`src/rtl/mod5_acc_arb_pkg.sv`:
```
// Shared types and constants for the two-requester mod-5 one-hot accumulator.
package mod5_acc_arb_pkg;

   typedef enum logic {
      ST_IDLE = 1'b0,
      ST_EXEC = 1'b1
   } state_t;

   localparam logic [4:0] ONEHOT_ZERO = 5'b00001;
   localparam int         NUM_REQ     = 2;

   // Residues travel one-hot; anything other than a single set bit is malformed.
   function automatic logic is_onehot5(input logic [4:0] v);
      case (v)
         5'b00001, 5'b00010, 5'b00100, 5'b01000, 5'b10000: return 1'b1;
         default:                                          return 1'b0;
      endcase
   endfunction

endpackage

```
`src/rtl/mod5_acc_arb_add.sv`:
```
// One-hot mod-5 adder: adding value k is a left rotation of the one-hot vector by k.
module mod5_add
   import mod5_acc_arb_pkg::*;
(
   input  logic [4:0] i_a,
   input  logic [4:0] i_b,
   output logic [4:0] o_sum
);

   always_comb begin
      o_sum = ONEHOT_ZERO;
      case (i_b)
         5'b00001: o_sum = i_a;
         5'b00010: o_sum = {i_a[3:0], i_a[4]};
         5'b00100: o_sum = {i_a[2:0], i_a[4:3]};
         5'b01000: o_sum = {i_a[1:0], i_a[4:2]};
         5'b10000: o_sum = {i_a[0],   i_a[4:1]};
         default:  o_sum = ONEHOT_ZERO;
      endcase
   end

endmodule

```
`src/rtl/mod5_acc_arb.sv`:
```
// Round-robin arbiter feeding one shared mod-5 adder into two one-hot accumulators.
//   state   | meaning
//   ST_IDLE | grant offered to ReqValid per round-robin pointer; operand latched on handshake
//   ST_EXEC | shared adder evaluates acc[id] + operand; result written at the closing edge
module mod5_acc_arb
   import mod5_acc_arb_pkg::*;
#(
   parameter int CntWidth = 8
)
(
   input  logic                    Clk,
   input  logic                    Reset,
   input  logic [1:0]              ReqValid,
   input  logic [9:0]              ReqData,
   output logic [1:0]              ReqReady,
   input  logic [1:0]              ReqClear,
   output logic [9:0]              AccOut,
   output logic                    OutValid,
   output logic                    OutId,
   output logic [4:0]              OutSum,
   output logic [2*CntWidth-1:0]   Cnt,
   output logic                    Err
);

   state_t                r_state;
   state_t                w_state_nxt;
   logic                  r_ptr;
   logic [4:0]            r_acc [NUM_REQ];
   logic [CntWidth-1:0]   r_cnt [NUM_REQ];
   logic [4:0]            r_op;
   logic                  r_id;
   logic                  r_out_valid;
   logic                  r_out_id;
   logic [4:0]            r_out_sum;
   logic                  r_err;

   logic [1:0]            w_grant;
   logic                  w_hs;
   logic                  w_gnt_id;
   logic [4:0]            w_gnt_data;
   logic [4:0]            w_sum;
   logic                  w_op_ok;
   logic                  w_exec;

   always_ff @(posedge Clk or posedge Reset) begin
      if (Reset) r_state <= ST_IDLE;
      else       r_state <= w_state_nxt;
   end

   // Grant is already qualified by ReqValid, so a nonzero grant is a handshake.
   always_comb begin
      w_state_nxt = r_state;
      w_grant     = 2'b00;
      case (r_state)
         ST_IDLE: begin
            if (ReqValid == 2'b11) w_grant = r_ptr ? 2'b10 : 2'b01;
            else                   w_grant = ReqValid;
            if (Reset)             w_grant = 2'b00;
            if (w_grant != 2'b00)  w_state_nxt = ST_EXEC;
         end
         ST_EXEC: w_state_nxt = ST_IDLE;
         default: w_state_nxt = ST_IDLE;
      endcase
   end

   assign ReqReady   = w_grant;
   assign w_hs       = |w_grant;
   assign w_gnt_id   = w_grant[1];
   assign w_gnt_data = w_gnt_id ? ReqData[9:5] : ReqData[4:0];
   assign w_exec     = (r_state == ST_EXEC);
   assign w_op_ok    = is_onehot5(r_op);

   mod5_add u_add (
      .i_a   (r_acc[r_id]),
      .i_b   (r_op),
      .o_sum (w_sum)
   );

   always_ff @(posedge Clk or posedge Reset) begin
      if (Reset) begin
         r_ptr       <= 1'b0;
         r_op        <= ONEHOT_ZERO;
         r_id        <= 1'b0;
         r_out_valid <= 1'b0;
         r_out_id    <= 1'b0;
         r_out_sum   <= ONEHOT_ZERO;
         r_err       <= 1'b0;
         for (int i = 0; i < NUM_REQ; i++) begin
            r_acc[i] <= ONEHOT_ZERO;
            r_cnt[i] <= '0;
         end
      end else begin
         r_out_valid <= 1'b0;
         if (w_hs) begin
            r_op  <= w_gnt_data;
            r_id  <= w_gnt_id;
            r_ptr <= ~w_gnt_id;
         end
         if (w_exec) begin
            if (w_op_ok) begin
               r_acc[r_id] <= w_sum;
               if (r_cnt[r_id] != '1) r_cnt[r_id] <= r_cnt[r_id] + CntWidth'(1);
               r_out_valid <= 1'b1;
               r_out_id    <= r_id;
               r_out_sum   <= w_sum;
            end else begin
               r_err <= 1'b1;
            end
         end
         // Clear is placed last so it overrides a same-edge accumulator write.
         for (int i = 0; i < NUM_REQ; i++) begin
            if (ReqClear[i]) begin
               r_acc[i] <= ONEHOT_ZERO;
               r_cnt[i] <= '0;
            end
         end
      end
   end

   assign AccOut   = {r_acc[1], r_acc[0]};
   assign Cnt      = {r_cnt[1], r_cnt[0]};
   assign OutValid = r_out_valid;
   assign OutId    = r_out_id;
   assign OutSum   = r_out_sum;
   assign Err      = r_err;

endmodule

```
`config.mk`:
```
export PLATFORM = sky130hd
export DESIGN_NAME = mod5_acc_arb
export DESIGN_NICKNAME = d
export VERILOG_FILES = /design/src/rtl/mod5_acc_arb_pkg.sv /design/src/rtl/mod5_acc_arb_add.sv /design/src/rtl/mod5_acc_arb.sv
export SDC_FILE = /design/constraint.sdc
export NUM_CORES = 1
export LEC_CHECK = 0
export BUFFER_PORTS_ARGS = -buffer_cell sky130_fd_sc_hd__buf_2
export CAP_MARGIN = 20
export CORE_UTILIZATION = 30
export CTS_BUF_LIST = sky130_fd_sc_hd__clkbuf_2
export DETAILED_ROUTE_END_ITERATION = 10
export PLACE_DENSITY = 0.47
export SYNTH_ARGS = -nofsm -noshare
export SYNTH_HDL_FRONTEND = slang
export SYNTH_SLANG_ARGS = --single-unit
```
`constraint.sdc`:
```
create_clock -name Clk -period 3.9 [get_ports Clk]
set_input_delay 0.39 -clock Clk [delete_from_list [all_inputs] [get_ports Clk]]
set_output_delay 0.39 -clock Clk [all_outputs]
set_load 0.05 [all_outputs]
```
## Word level (Yosys, flattened, before mapping)

Index checks and enable logic that the tools add are counted.

| storage, ports and cells | value |
|---|---|
| flip-flop bits (word level) | 42 |
| input bits | 16 |
| output and inout port bits | 36 |
| word-level logic and storage cells | 75 |

| operators by class | value |
|---|---|
| reductions and logical operators | 16 |
| bitwise gates (word level) | 4 |
| $add $sub $neg | 1 |
| order comparisons | 2 |
| equality and inequality tests | 7 |
| muxes and demuxes | 33 |

Operator list:

| operator | number |
|---|---|
| 2-to-1 mux 16 bit | 3 |
| 2-to-1 mux 8 bit | 6 |
| 2-to-1 mux 5 bit | 7 |
| one-hot mux 5 bit (5 select lines) | 1 |
| 2-to-1 mux 10 bit | 2 |
| bitwise mux 16 bit | 1 |
| nonzero test 2 bit | 7 |
| bitwise mux 10 bit | 1 |
| 2-to-1 mux 2 bit | 5 |
| adder 8 x 1 -> 8 bit (second input constant) | 1 |
| demux 8 bit (select 1 bit) | 1 |
| != test 8 bit (second input constant) | 1 |
| AND reduction 2 bit | 4 |
| AND reduction 3 bit | 2 |
| demux 5 bit (select 1 bit) | 1 |
| equality test 5 x 1 -> 1 bit (second input constant) | 1 |
| equality test 5 x 2 -> 1 bit (second input constant) | 1 |
| equality test 5 x 3 -> 1 bit (second input constant) | 1 |
| equality test 5 x 4 -> 1 bit (second input constant) | 1 |
| equality test 5 bit (second input constant) | 1 |
| OR reduction 5 bit | 1 |
| 2-to-1 mux 1 bit | 4 |
| inverter 1 bit | 3 |
| equality test 2 bit (second input constant) | 1 |
| other kinds (6) | 6 |

## Longest topological paths before layout

Gate-level depths: netlist of the first run.

| depth | value |
|---|---|
| depth after elaboration | 10 |
| gate-level depth with buffers | 11 |
| depth with buffers taken out | 7 |

## Cells and area by module

Synthesis of the first run repeated with hierarchy kept, for this count alone.

| second synthesis, totals | value |
|---|---|
| cells, all modules | 257 |
| area total of the unflattened synthesis | 2,463.6 um^2 |

Modules (own cells, without submodules):

| module | area an instance (um^2) | sequential area each (um^2) | cells each | times used |
|---|---|---|---|---|
| mod5_acc_arb | 2,127.0 | 1,056.0 | 210 | 1 |
| mod5_add | 336.6 | 0.0 | 47 | 1 |

## Worst setup path after synthesis of the first run

No wires, ideal clock.

| timing path | value |
|---|---|
| path kind | register to register |
| from | register r_id |
| to | register r_cnt (netlist bit Cnt[0]) |
| period minus slack after synthesis | 2.403 ns |
| setup slack | 1.497 ns |
| path buffers | 4 |
| data arrival time | 2.325 ns |
| data required time | 3.822 ns |
| stages on the path, launching flop included | 12 |
| cell sequence | dfrtp_1 -> clkbuf_2 -> buf_6 -> clkbuf_8 -> mux2_2 -> ha_1 -> nand4b_1 -> o22a_2 -> o221ai_4 -> buf_6 -> or3_1 -> a21oi_1 |

| on the way | value |
|---|---|
| word-level cells in the longest chain between the ends | 10 |

Ends and longest elaborated chain:

| element | line | RTL |
|---|---|---|
| start: declaration | mod5_acc_arb.sv:31 | `logic r_id;` |
| start signal: assignment | mod5_acc_arb.sv:96 | `r_id <= w_gnt_id;` |
| inverter 1 -> 2 bit (not written as such) (*) | mod5_acc_arb.sv:102 | `if (r_cnt[r_id] != '1) r_cnt[r_id] <= r_cnt[r_id] + CntWidth'(1);` |
| 2-to-1 mux 8 bit (not written as such), or another cell as far along | mod5_acc_arb.sv:102 |  |
| 2-to-1 mux 8 bit (not written as such) or logical AND 1 bit (tied branches) | mod5_acc_arb.sv:102 |  |
| 2-to-1 mux 8 bit (not written as such) | mod5_acc_arb.sv:102 |  |
| adder 8 x 1 -> 8 bit or demux 8 bit (select 1 bit) (tied branches) | mod5_acc_arb.sv:102 |  |
| bitwise mux 16 bit | mod5_acc_arb.sv:102 |  |
| 2-to-1 mux 16 bit | mod5_acc_arb.sv:102 |  |
| 2-to-1 mux 16 bit | mod5_acc_arb.sv:100 | `if (w_op_ok) begin` |
| 2-to-1 mux 16 bit | mod5_acc_arb.sv:99 | `if (w_exec) begin` |
| 2-to-1 mux 8 bit | mod5_acc_arb.sv:112 | `if (ReqClear[i]) begin` |
| end signal: indexed assignment | mod5_acc_arb.sv:90 | `r_cnt[i] <= '0;` |
| end signal: indexed assignment | mod5_acc_arb.sv:114 | `r_cnt[i] <= '0;` |
| end: declaration | mod5_acc_arb.sv:29 | `logic [CntWidth-1:0] r_cnt [NUM_REQ];` |

Mark *: on every way between the ends. The rest lies on a longest branch, timed or not. The select of a mux whose other input is x is not followed.
A chain may end at the register's enable or synchronous reset.

## Worst setup path after layout of the first run

| timing path | value |
|---|---|
| from | register r_id |
| to | register r_cnt (netlist bit Cnt[4]) |

The elaborated chain is that of the path after synthesis.

==> impl_summary.txt, run 1 <==
----------------------------------------------------
[STA]
  Final worst-path cycle share ... 0.682
  Number of pins with negative max-slew slack in the final report ... 0
  Worst-case clock skew ... approximately 0.016 ns
  Highest attainable clock frequency ... about 380 MHz
  Number of hold violations in the final report ... 0
  Transition at the pin with the smallest max-transition slack ... between 0.6 and 0.7 ns
  Post-route worst hold slack ... between 0.01 and 0.015 ns
  Clock period minus worst slack ... 2.66 ns
  Max_slew headroom ... 0.563
  Total Neg Setup Slack ... 0 ns
  Final setup vio count ... 0
  RSZ-0062 raised after global routing ... false

[Detailed routing]
  Wire per inst ... roughly 15 µm
  Detail Route Antenna Nets ... 0
  DRT iter0 DRCs ... between 100 and 150
  Routed vias/inst ... 5.13
  WL final ... 5660 µm
  Number of vias after detailed routing ... 1987
  Remaining DRCs ... 0
  Number of detailed-route iterations in the first pass ... 4

[Critical path]
  Startpoint class of the critical path ... flip-flop
  Worst Reg-to-Reg Cells ... 7
  Largest fanout on the critical path ... 28
  Critical path capture point type ... flip-flop
  Endpoint of the lowest-slack register-to-register path ... Cnt[4]
  Cell with the largest stage delay on the worst path ... dfrtp_1
  Critical-path cell list ... mux2_2, ha_1, nand4b_1, o22a_2, o221ai_4, or3_2, a21oi_1
  Data arrival time of the critical path ... approximately 3.0 ns
  Worst R2R Setup Slack ... roughly 1.2 ns
  Reg-to-reg critical path startpoint ... r_id
  Critical path's largest stage delay ... roughly 0.73 ns
  Req. time, crit path ... around 4.2 ns
  Critical path class ... flip-flop to flip-flop
  Worst setup path start ... r_id

[Yosys]
  Number of different library cells in the post-synthesis netlist ... 45
  Post-synth design cell area ... ~2200 µm²
  Sequential share of the synthesized area ... 0.471
  Number of flops mapped to enable cells by yosys ... 0
  Post-synthesis net count ... around 250
  Synth async-reset ratio ... 1.00
  Mean area per synthesized cell ... roughly 9.6 µm²
  Post-synthesis sequential element count ... 42
  Number of synthesis warnings ... 0
  Most frequently used flop master after synthesis ... dfrtp_1
  Syn Inst Count ... around 230

[Clocking]
  Clock root buffer master ... clkbuf_2
  Post-CTS clock slew at the launch and capture registers of the worst setup and hold paths ... 0.24 ns
  Post CTS Setup Buffer Count ... 0
  Number of levels the H-tree was split into ... 2
  Post-CTS sizing ... 0
  Clock insertion delay at the later pin of the skew report ... approximately 0.41 ns
  Clock Path Buffers ... 2
  Clock buffers created by TritonCTS ... 5
  Clock Sink Count ... 42
  Hold-fix buffers, CTS ... 0
  CTS tree ... built

[Floorplanning]
  Horizontal extent of the die ... 88.5 µm
  Standard-cell row count ... 31
  Die extent in y ... slightly below 90 µm
  Core ar. ... roughly 7300 µm²
  DIE AREA ... approximately 7800 µm²
  Top-level I/O count ... 52
  Initial Util ... 0.309

[Run]
  MaxCap Viol Count ... 0

[Layout]
  Area growth from synthesis to layout ... 18.8%
  Design Area, Final ... about 2700 µm²
  Fraction of layout instances using a drive strength above 1 ... 0.292
  Net count of the finished layout ... about 300
  Share of the core filled with cells in the final layout ... 0.367
  Antenna diode count ... 0

[GRT]
  Total track usage ... 0.153
  Wire length of the first global-routing pass ... 9160 µm
  Number of global-route vias before repair ... ~1800
  Antenna violations before repair ... 0
  Residual overflow from global routing ... 0
  Largest net degree at the start of global routing ... 29

[Placement]
  HPWL after DPL ... ~4100 µm
  Post-DP Area ... 2580 µm²
  Global placement routability congestion ... a little under 0.8
  Port bufs ... 51

[Hold path]
  Class of the tightest hold or removal check ... input pin to async pin

[Power and ir drop]
  Post-route total power ... between 1 and 1.5 mW
  Leak pwr ... ~1.2 nW
  Power Dens Cells ... approximately 480 nW/µm²
  VDD IR max ... ~0.19 mV

[Outcome]
  Run status ... finished, final reports clean

----------------------------------------------------
-- Yosys cell counts (4+ instances only) --
cell type  number  share of area
dfrtp_1        38           0.42
nand2_1        25          0.042
o21ai_0        24          0.054
a21oi_1        21          0.047
nor2_1         17          0.028
or3_1          15          0.042
o22ai_1         9          0.025
a211oi_1        8          0.027
nor3_1          8          0.018
a22oi_1         6          0.020
inv_1           6          0.010
mux2i_1         6          0.027
dfstp_2         4          0.047
-- cell usage in the layout, fill, tap and decap left out, types with 2 or more instances in the layout --
master / netlist / layout
nand4_1: 3 / 3
buf_2: 0 / 51
mux2i_1: 6 / 6
nand3b_1: 3 / 3
dfstp_2: 4 / 4
o211ai_1: 2 / 2
a211oi_2: 2 / 2
a22oi_1: 6 / 6
inv_1: 6 / 6
dfrtp_1: 38 / 38
or2_2: 2 / 2
nor3_1: 8 / 8
or3_2: 2 / 2
or2b_2: 2 / 2
or3_1: 15 / 15
clkbuf_2: 1 / 5
nand2_1: 25 / 25
mux2_2: 2 / 2
buf_4: 0 / 3
nand4b_1: 2 / 2
o21ai_0: 24 / 24
a21oi_1: 21 / 21
clkinv_1: 1 / 2
a211oi_1: 8 / 8
nand3_1: 2 / 2
o22ai_1: 9 / 9
nor2_1: 17 / 17
bufinv_16: 0 / 2
-- sequential cells by signal, indices dropped and copies added (netlist names) --
name      flops
r_state       1
r_ptr         1
Cnt          16
r_op          5
OutId         1
AccOut       10
Err           1
OutValid      1
r_id          1
OutSum        5
-- metrics by stage --
| step | std cells | worst slack (ns) |
|---|---|---|
| 6_report | 387 | 1.24 |
| 5_1_grt | 387 | 1.07 |
| 4_1_cts | 387 | 1.23 |
| 3_5_place_dp | 379 | 1.29 |
| 3_3_place_gp | 379 | 1.34 |
| 2_1_floorplan | 234 | 1.50 |
-- cell type report --
| cell class | instances | area [µm²] |
|---|---|---|
| clock buffers | 5 | 25.0 |
| well taps | 99 | 124 |
| multi-input cells | 177 | 1090 |
| repair buffers | 54 | 278 |
| inverters | 7 | 26.3 |
| clock inverters | 3 | 63.8 |
| flip-flops and latches | 42 | 1060 |
| fillers | 772 | 4590 |
-- worst max-delay path, delay by kind of cell (launching register included) --
kind | cells | cell delay, ns
adders and majority gates | 1 | 0.24
muxes | 1 | 0.40
AOI/OAI and AO/OA | 3 | 0.60
and+or+nand+nor | 2 | 0.64
DFF | 1 | 0.73
-- cell families after synthesis --
| group | after synthesis | share of synthesized area |
|---|---|---|
| AOI/OAI and AO/OA | 82 | 0.243 |
| xor gates and xnor gates | 1 | 0.00390 |
| adders and majority gates | 1 | 0.00558 |
| buffers and inverters | 15 | 0.0424 |
| DFF | 42 | 0.471 |
| muxes | 8 | 0.0368 |
| and+or+nand+nor | 85 | 0.198 |
-- worst max path at each step --
stage	endpoint	slack, ns	cells past startpoint
after global placement	Cnt[4]	1.34	7
after global routing	Cnt[4]	1.07	7
after detailed placement	Cnt[4]	1.29	7
final	Cnt[4]	1.24	7
after CTS	Cnt[4]	1.23	7
after floorplan	Cnt[0]	1.50	11
-- power breakdown --
part | total (mW) | internal [mW] | switching, mW
combinational | 0.407 | 0.116 | 0.291
sequential | 0.546 | 0.491 | 0.0556
clock | 0.321 | 0.171 | 0.151
total | 1.27 | 0.777 | 0.497
-- metal layers --
metal / GRT usage / vias to the layer above / part of all wire
met5: 0 / - / 0
met4: 0.0440 / 0 / 0.0071
met3: 0.0336 / 4 / 0.051
met2: 0.220 / 53 / 0.43
met1: 0.228 / 949 / 0.52
li1: - / 981 / -
Note: power is estimated with default switching activity, not from simulation.
==> run 2, diff against run 1 <==
==> constraint.sdc (replaced) <==
create_clock -name Clk -period 2.65 [get_ports Clk]
set_input_delay 0.265 -clock Clk [delete_from_list [all_inputs] [get_ports Clk]]
set_output_delay 0.265 -clock Clk [all_outputs]
set_load 0.05 [all_outputs]
==> impl_summary.txt, run 2 (same netlist as run 1, synthesis figures left out) <==
----------------------------------------------------
[Floorplanning]
  Initial Util ... 0.309 (unchanged)
  Core ar. ... 7250 µm² (unchanged)
  Standard-cell row count ... 31 (unchanged)
  Die extent in y ... 88.5 µm (unchanged)
  Top-level I/O count ... 52 (unchanged)
  DIE AREA ... 7830 µm² (unchanged)
  Horizontal extent of the die ... 88.5 µm (unchanged)

[Clocking]
  Number of levels the H-tree was split into ... 2 (unchanged)
  Clock buffers created by TritonCTS ... 5 (unchanged)
  Clock Path Buffers ... 2 (unchanged)
  Post-CTS sizing ... 0 (unchanged)
  Clock root buffer master ... clkbuf_2 (unchanged)
  Clock insertion delay at the later pin of the skew report ... 0.40 ns (was 0.41 ns)
  Post-CTS clock slew at the launch and capture registers of the worst setup and hold paths ... 0.20 ns (was 0.24 ns)
  Clock Sink Count ... 42 (unchanged)
  CTS tree ... built (unchanged)

[STA]
  Clock period minus worst slack ... between 2 and 2.5 ns
  Highest attainable clock frequency ... around 430 MHz
  Final worst-path cycle share ... 0.879
  Max_slew headroom ... 0.591 (was 0.563)
  Number of hold violations in the final report ... 0 (unchanged)
  Final setup vio count ... 0 (unchanged)
  Total Neg Setup Slack ... 0 ns (unchanged)
  Number of pins with negative max-slew slack in the final report ... 0 (unchanged)
  Worst-case clock skew ... 0.00658 ns (was 0.0162 ns)
  RSZ-0062 raised after global routing ... false (unchanged)
  Transition at the pin with the smallest max-transition slack ... 0.614 ns (was 0.655 ns)

[Detailed routing]
  Number of detailed-route iterations in the first pass ... 4 (unchanged)
  Number of vias after detailed routing ... 1951 (was 1987)
  WL final ... 5680 µm (was 5660 µm)
  Wire per inst ... 14.5 µm (was 14.6 µm)
  Routed vias/inst ... 4.98 (was 5.13)
  Remaining DRCs ... 0 (unchanged)
  DRT iter0 DRCs ... 87 (was 135)
  Detail Route Antenna Nets ... 0 (unchanged)

[Layout]
  Antenna diode count ... 0 (unchanged)
  Largest register FFs ... 16 (unchanged)
  Area growth from synthesis to layout ... 18.2% (was 18.8%)
  Fraction of layout instances using a drive strength above 1 ... 0.294 (was 0.292)
  Net count of the finished layout ... 309 (was 304)
  Commonest non-fill, non-tap cells in the layout ... buf_2 (51), dfrtp_1 (38), nand2_1 (25), o21ai_0 (24), a21oi_1 (21) (unchanged)
  Design Area, Final ... 2650 µm² (was 2670 µm²)
  Commonest non-fill, non-tap cell in the layout ... buf_2 (unchanged)

[Power and ir drop]
  Power Dens Cells ... 634 nW/µm² (was 478 nW/µm²)
  VDD IR max ... 0.156 mV (was 0.187 mV)
  Leak pwr ... 1.16 nW (about the same)

[Critical path]
  Data arrival time of the critical path ... 2.07 ns (was 3.00 ns)
  Req. time, crit path ... 2.38 ns (was 4.24 ns)
  Critical path capture point type ... output port (was flip-flop)
  Startpoint class of the critical path ... flip-flop (unchanged)
  Critical path class ... flip-flop to output port (was flip-flop to flip-flop)
  Largest fanout on the critical path ... 8 (was 28)

[GRT]
  Wire length of the first global-routing pass ... 9660 µm (was 9160 µm)
  Number of global-route vias before repair ... 1861 (was 1774)
  Antenna violations before repair ... 0 (unchanged)
  Residual overflow from global routing ... 0 (unchanged)
  Total track usage ... 0.160 (was 0.153)
  Largest net degree at the start of global routing ... 42 (was 29)

[Outcome]
  Run status ... finished, final reports clean (unchanged)

[Placement]
  Port bufs ... 51 (unchanged)
  HPWL after DPL ... 4020 µm (was 4110 µm)
  Global placement routability congestion ... 0.747 (was 0.776)
  Post-DP Area ... 2610 µm² (was 2580 µm²)

[Hold path]
  Class of the tightest hold or removal check ... input pin to flip-flop (was input pin to async pin)

[Run]
  MaxCap Viol Count ... 0 (unchanged)

----------------------------------------------------
run 2: changes by cell type in the layout (fill, tap and decap cells not counted), sizes merged:
cell / before / now
buf: 54 / 58
bufinv: 2 / 0
clkinv: 2 / 4
dlygate4sd3: 0 / 1
run 2: critical path, stage by stage, from the launching register on:
cell,delay (ns)
dfrtp_1,0.52
nor2_1,0.28
nand2_1,0.08
a21oi_1,0.42
buf_2,0.36
run 2: layer usage:
| layer | up-vias | GRT usage | routed length (µm) |
|---|---|---|---|
| met3 | 6 | 0.0326 | 249 |
| met4 | 0 | 0.0440 | 65 |
| met5 | - | 0 | 0 |
| li1 | 986 | - | - |
| met2 | 45 | 0.241 | 2480 |
| met1 | 914 | 0.232 | 2890 |
run 2: per-stage QoR:
step,std cells,hold WS (ns),worst slack [ns],utilization,power [mW]
floorplan,234,0.332,0.247,-,1.28
global placement,383,0.123,0.414,0.359,1.42
detailed placement,383,0.126,0.357,0.359,1.43
CTS,392,0.0251,0.258,0.366,1.71
global route,392,0.0292,0.0526,0.366,1.80
finish,392,0.0517,0.320,0.366,1.68
run 2: worst paths after layout:
kind | to | slack (ns) | cells after the start | start
hold / removal | r_op[4] | 0.05 | 3 | ReqData[9]
setup reg to reg | Cnt[4] | 0.32 | 7 | r_id
max in group asynchronous | AccOut[0] | 1.72 | 4 | Reset
hold reg to reg | Err | 0.49 | 1 | Err
min in group asynchronous | r_ptr | 0.22 | 3 | Reset
setup / recovery | ReqReady[1] | 0.32 | 4 | r_state
run 2: area by class of cell:
class                      instances  area [µm²]
clock buffer                       5        25.0
clock inverter                     3        11.3
fill                             785        4600
inverter                           7        26.3
multi-input combinational        177        1090
sequential                        42        1060
tap                               99         124
timing repair buffer              59         318
run 2: report_power, final:
part,switching [mW],internal [mW],total (mW),leakage (nW)
clock network,0.210,0.0565,0.267,0.0255
registers,0.0652,0.722,0.788,0.550
logic,0.446,0.181,0.627,0.582
total,0.722,0.960,1.68,1.16
run 2: repair_timing:
item / CTS / global route
hold buffers: 1 / 0
buffers inserted: 0 / 0
hold endpoints to repair: 1 / 0
